<file path="src/rtl/mbist_pkg.sv">
// Shared types and defaults for the MBIST Wishbone arbiter slice.
package mbist_pkg;

    localparam int BIST_ADDR_WD_DEF = 10;
    localparam int BIST_DATA_WD_DEF = 32;
    localparam int BIST_SEL_WD_DEF  = BIST_DATA_WD_DEF / 8;
    localparam int TMO_CYC_DEF      = 16;

    // Arbiter ownership of the shared slave port.
    typedef enum logic [1:0] {
        ST_IDLE = 2'd0,
        ST_GNT0 = 2'd1,
        ST_GNT1 = 2'd2
    } arb_state_e;

    // One master's request bundle at the default bus geometry.
    typedef struct packed {
        logic                        cyc;
        logic                        stb;
        logic                        we;
        logic [BIST_ADDR_WD_DEF-1:0] adr;
        logic [BIST_DATA_WD_DEF-1:0] dat;
        logic [BIST_SEL_WD_DEF-1:0]  sel;
    } wb_req_t;

endpackage

</file>
<file path="src/rtl/mbist_wb_tmo.sv">
// Per-access timeout: counts stalled strobe cycles and flags the cycle in
// which a hung slave must be answered with an error instead.
module mbist_wb_tmo
    import mbist_pkg::*;
#(
    parameter int TMO_CYC = TMO_CYC_DEF
) (
    input  logic wb_clk_i,
    input  logic rst_n,
    input  logic stb_i,      // granted master's strobe, before masking
    input  logic ack_i,
    input  logic err_i,
    input  logic clr_i,      // arbiter state is changing this cycle
    output logic tmo_hit_o
);

    localparam int                CNT_W    = $clog2(TMO_CYC);
    localparam logic [CNT_W-1:0]  CNT_LAST = CNT_W'(TMO_CYC - 1);

    logic [CNT_W-1:0] tmo_cnt_q;
    logic [CNT_W-1:0] tmo_cnt_d;
    logic             hit_s;

    // An ack arriving on the threshold cycle wins over the timeout.
    assign hit_s     = stb_i & ~ack_i & (tmo_cnt_q == CNT_LAST);
    assign tmo_hit_o = hit_s;

    // Count only while the (masked) strobe waits; any other cycle restarts.
    always_comb begin
        tmo_cnt_d = {CNT_W{1'b0}};
        if (clr_i) begin
            tmo_cnt_d = {CNT_W{1'b0}};
        end else if (stb_i & ~hit_s & ~ack_i & ~err_i) begin
            tmo_cnt_d = tmo_cnt_q + CNT_W'(1);
        end else begin
            tmo_cnt_d = {CNT_W{1'b0}};
        end
    end

    // Counter register.
    always_ff @(posedge wb_clk_i or negedge rst_n) begin
        if (!rst_n) begin
            tmo_cnt_q <= {CNT_W{1'b0}};
        end else begin
            tmo_cnt_q <= tmo_cnt_d;
        end
    end

endmodule

</file>
<file path="src/rtl/mbist_wb_arb.sv">
// Two-master Wishbone arbiter in front of the MBIST memory wrapper.
// Master 0 is the functional host, master 1 the MBIST controller. The grant
// is registered and held for the whole cyc; bist_en restricts new grants to
// master 1. A hung slave is answered with a one-cycle error.
module mbist_wb_arb
    import mbist_pkg::*;
#(
    parameter int BIST_ADDR_WD = BIST_ADDR_WD_DEF,
    parameter int BIST_DATA_WD = BIST_DATA_WD_DEF,
    parameter int TMO_CYC      = TMO_CYC_DEF
) (
    input  logic                      wb_clk_i,
    input  logic                      rst_n,
    input  logic                      bist_en,
    input  logic                      m0_cyc_i,
    input  logic                      m0_stb_i,
    input  logic                      m0_we_i,
    input  logic [BIST_ADDR_WD-1:0]   m0_adr_i,
    input  logic [BIST_DATA_WD-1:0]   m0_dat_i,
    input  logic [BIST_DATA_WD/8-1:0] m0_sel_i,
    output logic [BIST_DATA_WD-1:0]   m0_dat_o,
    output logic                      m0_ack_o,
    output logic                      m0_err_o,
    input  logic                      m1_cyc_i,
    input  logic                      m1_stb_i,
    input  logic                      m1_we_i,
    input  logic [BIST_ADDR_WD-1:0]   m1_adr_i,
    input  logic [BIST_DATA_WD-1:0]   m1_dat_i,
    input  logic [BIST_DATA_WD/8-1:0] m1_sel_i,
    output logic [BIST_DATA_WD-1:0]   m1_dat_o,
    output logic                      m1_ack_o,
    output logic                      m1_err_o,
    output logic                      s_cyc_o,
    output logic                      s_stb_o,
    output logic                      s_we_o,
    output logic [BIST_ADDR_WD-1:0]   s_adr_o,
    output logic [BIST_DATA_WD-1:0]   s_dat_o,
    output logic [BIST_DATA_WD/8-1:0] s_sel_o,
    input  logic [BIST_DATA_WD-1:0]   s_dat_i,
    input  logic                      s_ack_i,
    input  logic                      s_err_i
);

    localparam int SEL_WD = BIST_DATA_WD / 8;

    arb_state_e state_q;
    arb_state_e state_d;
    logic       last_gnt_q;   // 1 = master 1 was granted most recently
    logic       last_gnt_d;
    logic       gnt0_s;
    logic       gnt1_s;
    logic       stb_raw_s;
    logic       tmo_hit_s;
    logic       state_chg_s;

    // Arbitration: only IDLE makes a decision, so each cyc pays one idle cycle.
    always_comb begin
        state_d    = state_q;
        last_gnt_d = last_gnt_q;
        case (state_q)
            ST_IDLE: begin
                if (bist_en) begin
                    if (m1_cyc_i) begin
                        state_d    = ST_GNT1;
                        last_gnt_d = 1'b1;
                    end else begin
                        state_d    = ST_IDLE;
                    end
                end else if (m0_cyc_i && m1_cyc_i) begin
                    if (last_gnt_q) begin
                        state_d    = ST_GNT0;
                        last_gnt_d = 1'b0;
                    end else begin
                        state_d    = ST_GNT1;
                        last_gnt_d = 1'b1;
                    end
                end else if (m0_cyc_i) begin
                    state_d    = ST_GNT0;
                    last_gnt_d = 1'b0;
                end else if (m1_cyc_i) begin
                    state_d    = ST_GNT1;
                    last_gnt_d = 1'b1;
                end else begin
                    state_d    = ST_IDLE;
                end
            end
            ST_GNT0: begin
                if (!m0_cyc_i) begin
                    state_d = ST_IDLE;
                end else begin
                    state_d = ST_GNT0;
                end
            end
            ST_GNT1: begin
                if (!m1_cyc_i) begin
                    state_d = ST_IDLE;
                end else begin
                    state_d = ST_GNT1;
                end
            end
            default: begin
                state_d    = ST_IDLE;
                last_gnt_d = 1'b1;
            end
        endcase
    end

    // State and round-robin memory; reset favours master 0 on first contention.
    always_ff @(posedge wb_clk_i or negedge rst_n) begin
        if (!rst_n) begin
            state_q    <= ST_IDLE;
            last_gnt_q <= 1'b1;
        end else begin
            state_q    <= state_d;
            last_gnt_q <= last_gnt_d;
        end
    end

    assign gnt0_s      = (state_q == ST_GNT0);
    assign gnt1_s      = (state_q == ST_GNT1);
    assign state_chg_s = (state_d != state_q);

    // Route the granted master's request to the slave; nothing leaks when idle.
    always_comb begin
        stb_raw_s = 1'b0;
        s_we_o    = 1'b0;
        s_adr_o   = {BIST_ADDR_WD{1'b0}};
        s_dat_o   = {BIST_DATA_WD{1'b0}};
        s_sel_o   = {SEL_WD{1'b0}};
        if (gnt0_s) begin
            stb_raw_s = m0_stb_i;
            s_we_o    = m0_we_i;
            s_adr_o   = m0_adr_i;
            s_dat_o   = m0_dat_i;
            s_sel_o   = m0_sel_i;
        end else if (gnt1_s) begin
            stb_raw_s = m1_stb_i;
            s_we_o    = m1_we_i;
            s_adr_o   = m1_adr_i;
            s_dat_o   = m1_dat_i;
            s_sel_o   = m1_sel_i;
        end else begin
            stb_raw_s = 1'b0;
        end
    end

    // The slave must not see a strobe in the cycle the timeout answers it.
    assign s_cyc_o  = gnt0_s | gnt1_s;
    assign s_stb_o  = stb_raw_s & ~tmo_hit_s;

    assign m0_ack_o = gnt0_s & s_ack_i;
    assign m0_err_o = gnt0_s & (s_err_i | tmo_hit_s);
    assign m0_dat_o = gnt0_s ? s_dat_i : {BIST_DATA_WD{1'b0}};
    assign m1_ack_o = gnt1_s & s_ack_i;
    assign m1_err_o = gnt1_s & (s_err_i | tmo_hit_s);
    assign m1_dat_o = gnt1_s ? s_dat_i : {BIST_DATA_WD{1'b0}};

    mbist_wb_tmo #(
        .TMO_CYC   (TMO_CYC)
    ) u_tmo (
        .wb_clk_i  (wb_clk_i),
        .rst_n     (rst_n),
        .stb_i     (stb_raw_s),
        .ack_i     (s_ack_i),
        .err_i     (s_err_i),
        .clr_i     (state_chg_s),
        .tmo_hit_o (tmo_hit_s)
    );

endmodule

</file>
<file path="config.mk">
export PLATFORM = sky130hd
export DESIGN_NAME = mbist_wb_arb
export DESIGN_NICKNAME = d
export VERILOG_FILES = /design/src/rtl/mbist_pkg.sv /design/src/rtl/mbist_wb_tmo.sv /design/src/rtl/mbist_wb_arb.sv
export SDC_FILE = /design/constraint.sdc
export NUM_CORES = 1
export LEC_CHECK = 0
export ABC_AREA = 1
export ABC_CLOCK_PERIOD_IN_PS = 1900
export CELL_PAD_IN_SITES_DETAIL_PLACEMENT = 1
export CELL_PAD_IN_SITES_GLOBAL_PLACEMENT = 1
export CORE_MARGIN = 3
export CORE_UTILIZATION = 12
export DETAILED_ROUTE_END_ITERATION = 10
export PLACE_DENSITY_LB_ADDON = 0.1
export SLEW_MARGIN = 20
export SYNTH_ARGS = -nofsm -noshare
export SYNTH_HDL_FRONTEND = slang
export SYNTH_SLANG_ARGS = --single-unit
export TNS_END_PERCENT = 1
</file>
<file path="constraint.sdc">
create_clock -name wb_clk_i -period 1.9 [get_ports wb_clk_i]
set_clock_uncertainty 0.2 [all_clocks]
set_input_delay 0.285 -clock wb_clk_i [delete_from_list [all_inputs] [get_ports wb_clk_i]]
set_output_delay 0.285 -clock wb_clk_i [all_outputs]
set_load 0.05 [all_outputs]
</file>
=== Word level (Yosys, flattened, before mapping) ===
Index checks and enable logic that the tools add are counted.

* Register bits after elaboration: 7
* Bits in latches: 0
* RAM bits: 0
* ROM bits: 0
* Bits of input ports: 135
* Output and inout bits: 117
* Word-level logic and storage cells: 52
* Memories: 0

* Add/subtract/negate cells: 1
* $mul: 0
* Div/mod/pow operators: 0
* Magnitude comparators: 0
* Equality and inequality tests: 4
* Shifts and indexed selects: 0
* Mux-type cells: 27
* Bitwise operators: 14
* Reduce and logical (&&, ||, !) cells: 3

{| class="wikitable"
|+ Operators with widths
! kind !! number
|-
| $mux W32 || 4
|-
| $mux W10 || 2
|-
| $mux W4 || 4
|-
| $mux W1 || 10
|-
| $mux W2 || 5
|-
| $and A1 B1 Y1 || 9
|-
| $pmux W2 S3 || 1
|-
| $add A4 B1 Y4 const B || 1
|-
| $eq A4 B4 Y1 const B || 1
|-
| $not A1 Y1 || 3
|-
| $eq A2 B1 Y1 const B || 1
|-
| $eq A2 B2 Y1 const B || 1
|-
| $logic_not A2 Y1 || 1
|-
| $ne A2 B2 Y1 || 1
|-
| $or A1 B1 Y1 || 2
|-
| $pmux W1 S2 || 1
|-
| $reduce_or A2 Y1 || 1
|-
| $logic_and A1 B1 Y1 || 1
|}

=== Logic depth before layout (Yosys ltp) ===
Gate-level depths: netlist of the first run.

* Depth after elaboration: 11
* Depth in mapped cells: 11
* Gate-level depth less buffers: 11

=== Modules after synthesis ===
Synthesis of the first run repeated with hierarchy kept, for this count alone.

* Cell total of the unflattened synthesis: 268
* Area, all modules: 1519.0 um^2

{| class="wikitable"
|+ Modules (own cells, without submodules)
! module !! instances !! cells each !! area each (um^2) !! sequential area each (um^2)
|-
| mbist_wb_arb || 1 || 246 || 1325.0 || 76.3
|-
| mbist_wb_tmo || 1 || 22 || 193.9 || 100.1
|}

=== Least setup slack after synthesis of the first run ===
Ideal clock, no wire load.

* Path type: reg-to-output
* From: register state_q[1]
* To: output m0_err_o
* Arrival time: 1.897 ns
* Required time: 1.415 ns
* Setup slack: -0.482 ns
* Stages on the path, launching flop included: 10
* Path buffers: 1
* Cells stage by stage: dfrtp_1 -> inv_1 -> ha_1 -> buf_6 -> inv_2 -> or2_1 -> nand2_1 -> nor2_1 -> nand3_1 -> a21oi_1

* Word-level cells in the longest chain between the ends: 7
* Elaborated cells on any way between the ends: 8
* Those cells by class: eq/ne (2); mux (2); bitwise (4)

{| class="wikitable"
|+ Ends and longest elaborated chain
! item !! line !! source
|-
| start: declaration || mbist_wb_arb.sv:46 || <nowiki>arb_state_e state_q;</nowiki>
|-
| start signal: assignment || mbist_wb_arb.sv:114 || <nowiki>state_q <= state_d;</nowiki>
|-
| $eq A2 B2 Y1 || mbist_wb_arb.sv:120 || <nowiki>assign gnt1_s = (state_q == ST_GNT1);</nowiki>
|-
| $mux W1 || mbist_wb_arb.sv:136 || <nowiki>end else if (gnt1_s) begin</nowiki>
|-
| $mux W1 || mbist_wb_arb.sv:130 || <nowiki>if (gnt0_s) begin</nowiki>
|-
| $and A1 B1 Y1 (2 in series) || mbist_wb_tmo.sv:25 || <nowiki>assign hit_s = stb_i & ~ack_i & (tmo_cnt_q == CNT_LAST);</nowiki>
|-
| $or A1 B1 Y1 || mbist_wb_arb.sv:152 || <nowiki>assign m0_err_o = gnt0_s & (s_err_i | tmo_hit_s);</nowiki>
|-
| $and A1 B1 Y1 * || mbist_wb_arb.sv:152 ||
|-
| end: declaration || mbist_wb_arb.sv:23 || <nowiki>output logic m0_err_o,</nowiki>
|}

Every way passes the cells marked *; elsewhere a longest branch is shown, timed or not.

=== Worst setup path in the final report of the first run ===
* From: register state_q[1]
* To: output s_dat_o[10]

* Word-level cells in the longest chain between the ends: 3
* Elaborated cells on any way between the ends: 4
* Those cells by class: eq/ne (2); mux (2)

{| class="wikitable"
|+ Ends and longest elaborated chain
! item !! line !! source
|-
| $eq A2 B2 Y1 || mbist_wb_arb.sv:120 ||
|-
| $mux W32 || mbist_wb_arb.sv:136 ||
|-
| $mux W32 * || mbist_wb_arb.sv:130 ||
|-
| end: declaration || mbist_wb_arb.sv:37 || <nowiki>output logic [BIST_DATA_WD-1:0] s_dat_o,</nowiki>
|}

Marked as above.

==> results of run 1 <==
## layout by cell type (no fill, tap or decap), types with 2 or more instances in the layout
cell,netlist,routed
clkdlybuf4s50_1,0,134
buf_12,0,120
nand2_1,85,82
inv_1,80,78
a22o_2,0,18
buf_4,1,18
a22o_4,0,15
a22o_1,47,14
nor2_1,10,9
dfrtp_1,6,6
clkbuf_16,0,5
buf_6,5,5
nand3_1,6,4
inv_2,2,3
ha_4,0,3
nand2_2,0,2
nor2_4,0,2
a21oi_4,0,2
ha_1,5,2
## cell type report
class,count,area (um^2),area share
diodes,1,2.50,0.000419
clock buffers,4,78.8,0.0132
inverters,82,310,0.0520
multi-input cells,164,1190,0.200
flip-flops and latches,7,176,0.0296
well taps,168,210,0.0352
repair buffers,280,4000,0.670
## cell families after synthesis
group           count (synthesis)  synth area share
flops                           7             0.116
fa+ha+maj                       5            0.0411
simple gates                  106             0.274
buf+inv                       100             0.275
xor+xnor                        1           0.00576
compound gates                 52             0.289
## what timing repair did
item                       in CTS  in global routing
resized for setup               4                 30
setup buffers                   5                  4
setup endpoints to repair     116                121
cloned                          0                  5
pin swaps                       8                  9
## stage by stage
stage / TNS, ns / setup slack, ns / cells / cell area [um^2]
after detailed placement: -7.36 / -0.213 / 687 / 5520
after floorplan: -5.26 / -0.158 / 271 / 1610
after global placement: -4.80 / -0.211 / 687 / 5520
final: -20.90 / -0.318 / 706 / 5970
after CTS: -19.16 / -0.336 / 696 / 5670
after global routing: -30.94 / -0.388 / 705 / 5970
## worst min-delay path by stage
stage,startpoint,endpoint
after detailed placement,last_gnt_q$_DFFE_PN1N_,last_gnt_q$_DFFE_PN1N_
after floorplan,rst_n,state_q[0]$_DFF_PN0_
final,rst_n,state_q[0]$_DFF_PN0_
after global routing,rst_n,u_tmo.tmo_cnt_q[0]$_DFF_PN0_
after global placement,last_gnt_q$_DFFE_PN1N_,last_gnt_q$_DFFE_PN1N_
after CTS,rst_n,u_tmo.tmo_cnt_q[0]$_DFF_PN0_
## power by group through the flow
stage	Combinational, mW	Clock (mW)	Sequential [mW]
floorplan	2.60	0	0.196
detailed placement	5.44	0	0.200
global placement	5.39	0	0.198
CTS	5.53	0.366	0.195
finish	5.82	0.355	0.196
global route	6.03	0.378	0.200
## sequential cells by signal, indices dropped and copies added, names as in the netlist
register,flops
u_tmo.tmo_cnt_q,4
last_gnt_q,1
state_q,2
## routing by layer
| layer | share of wire | global-route usage | routed length, um | vias to the layer above |
|---|---|---|---|---|
| li1 | - | - | - | 1363 |
| met2 | 0.56 | 0.340 | 7440 | 122 |
| met3 | 0.074 | 0.0445 | 989 | 12 |
| met1 | 0.36 | 0.192 | 4780 | 1324 |
| met5 | 0.00082 | 0 | 11 | - |
| met4 | 0.010 | 0.0239 | 133 | 2 |
==> impl_metrics.py, run 1 <==
metrics = {
    "synth": {
        "synthFlopType": "dfrtp_1",
        "synth_nets": 411,
        "post_synthesis_cell_type_with_the_largest_combined_area": "a22o_1",
        "library_cell_with_the_highest_instance_count_after_synthesis": "nand2_1",
        "synth_seq_area_share": 0.116,
        "postSynthRegisterBits": 7,
        "netlist_top_cells_area": "a22o_1, nand2_1, inv_1, dfrtp_1, ha_1",
        "ys.warnings.count": 0,
        "synthTopCellsByCount": "nand2_1, inv_1, a22o_1",
        "edff_count_synth": 0,
        "syn-cell-area_um2": 1520,
        "synthDistinctLibCells": 21,
        "fraction_of_synthesized_cell_area_taken_by_the_top_area_cell_type": 0.271,
        "synthCells": 271,
        "ys_async_sr_fraction": 1.00,
        "syn_area_per_cell_um2": 5.61,
    },
    "cts": {
        "tritoncts_clock_tree": "done",
        "worst_setup_hold_path_clk_slew_ns": 0.04,
        "ctsHoldBuffers": 0,
        "cts_num_sinks": 7,
        "max-clock-path-buffers": 2,
        "ctsRootBufferMaster": "clkbuf_16",
        "htree_levels": 1,
        "insertion_delay_ns": 0.23,
        "tritoncts.num_buffers": 3,
    },
    "timing": {
        "max_freq_mhz": 451,
        "timing_max_transition_violations_final": 0,
        "fin_ws_ns": -0.318,
        "timing_worst_slew_pin_value_ns": 0.339,
        "finalHoldViolCount": 0,
        "setup_viol": 102,
        "final_period_minus_worst_setup_slack_ns": 2.22,
        "rsz0062_at_grt": "yes",
        "hold_ws_ns": 0.128,
        "timing.max_slew.rel_slack": 0.774,
        "post-route-period-util": 1.17,
    },
    "route": {
        "detail_route.vias_per_cell": 4.00,
        "postRouteWirelength_um": 13400,
        "routed_wire_length_per_instance_um": 18.9,
        "route.vias.total": 2823,
        "first_pass_iters": 4,
        "antenna_violation_net_count_after_detailed_routing": 0,
        "drt_drc_violations_left": 0,
        "initialDrtViolationCount": 94,
    },
    "min_path": {
        "kind_of_path_behind_the_tightest_hold_check": "in2async",
    },
    "power": {
        "ir_worst_vdd_v": 0.000588,
        "p_sw_frac": 0.493,
        "p_int_mw": 3.23,
        "power_density_nw_per_um2": 1070,
        "power.total_mw": 6.37,
        "net-switching-power_mw": 3.14,
        "leakage_nw": 2.99,
        "share_seq_of_total_power": 0.031,
        "clock_power_share": 0.056,
        "power.share.combinational": 0.913,
    },
    "run_status": {
        "failed_checks": "negative setup slack",
        "run_status": "complete, but fails checks",
    },
    "worst_setup_path": {
        "regToRegStartpoint": "state_q[1]$_DFF_PN0_",
        "arrival_ns": 1.73,
        "worst_path_max_fanout": 7,
        "crit_path_end": "s_dat_o[10]",
        "slowest_delay_ns": 0.40,
        "worstReg2RegEnd": "u_tmo.tmo_cnt_q[3]$_DFF_PN0_",
        "path_depth": 8,
        "timing.critical_path.cells": "inv_2 -> ha_4 -> buf_6 -> nor2_4 -> buf_12 -> clkbuf_16 -> a22o_4 -> buf_12",
        "worst_ep_required_time_ns": 1.41,
        "origin_of_the_worst_setup_path": "state_q[1]$_DFF_PN0_",
        "timing.critical_path.mode_cell": "buf_12",
        "regToRegSetupSlack_ns": -0.09,
        "worst-path-buf-inv": 5,
        "worst_path_slowest_cell": "dfrtp_1",
        "worst_setup_path_start_kind": "flop",
        "critPathCaptureType": "primary output",
        "critical-path-top-delay-family": "buffers and inverters",
        "critPathKind": "reg2out",
        "r2r.worst_path.cells": 14,
    },
    "floorplan": {
        "die_x_um": 119,
        "std_cell_rows": 40,
        "floorplan.io_pins": 252,
        "coreArea_um2": 12200,
        "fp.dieArea_um2": 14100,
        "chipHeight_um": 119,
        "starting_density": 0.125,
    },
    "placed_design": {
        "place.gp.congestion": 0.776,
        "placement.io_buffers": 251,
        "post-dp-hpwl_um": 11000,
    },
    "final_layout": {
        "utilization": 0.489,
        "fillCellCount": 1376,
        "nets": 678,
        "synthToLayoutAreaGrowth_pct": 292,
        "post_route_cells_drive_above_1_share": 0.376,
    },
    "global_routing": {
        "antenna_found_initial": 1,
        "number_of_global_route_vias_before_repair": 2866,
        "groute.usage.overall": 0.174,
        "grt.overflow.total": 0,
        "grt_start_max_net_pins": 43,
        "grt_pass1_wl_um": 19100,
    },
    "flow_run": {
        "max-cap-violations": 0,
    },
}
(Power assumes the default switching activity.)
==> run 2: changes to the inputs <==
Settings changed: CTS_CLUSTER_DIAMETER from default to 120.
==> results of run 2 <==
No change in the layout: final DEF, timing and power equal those of run 1.
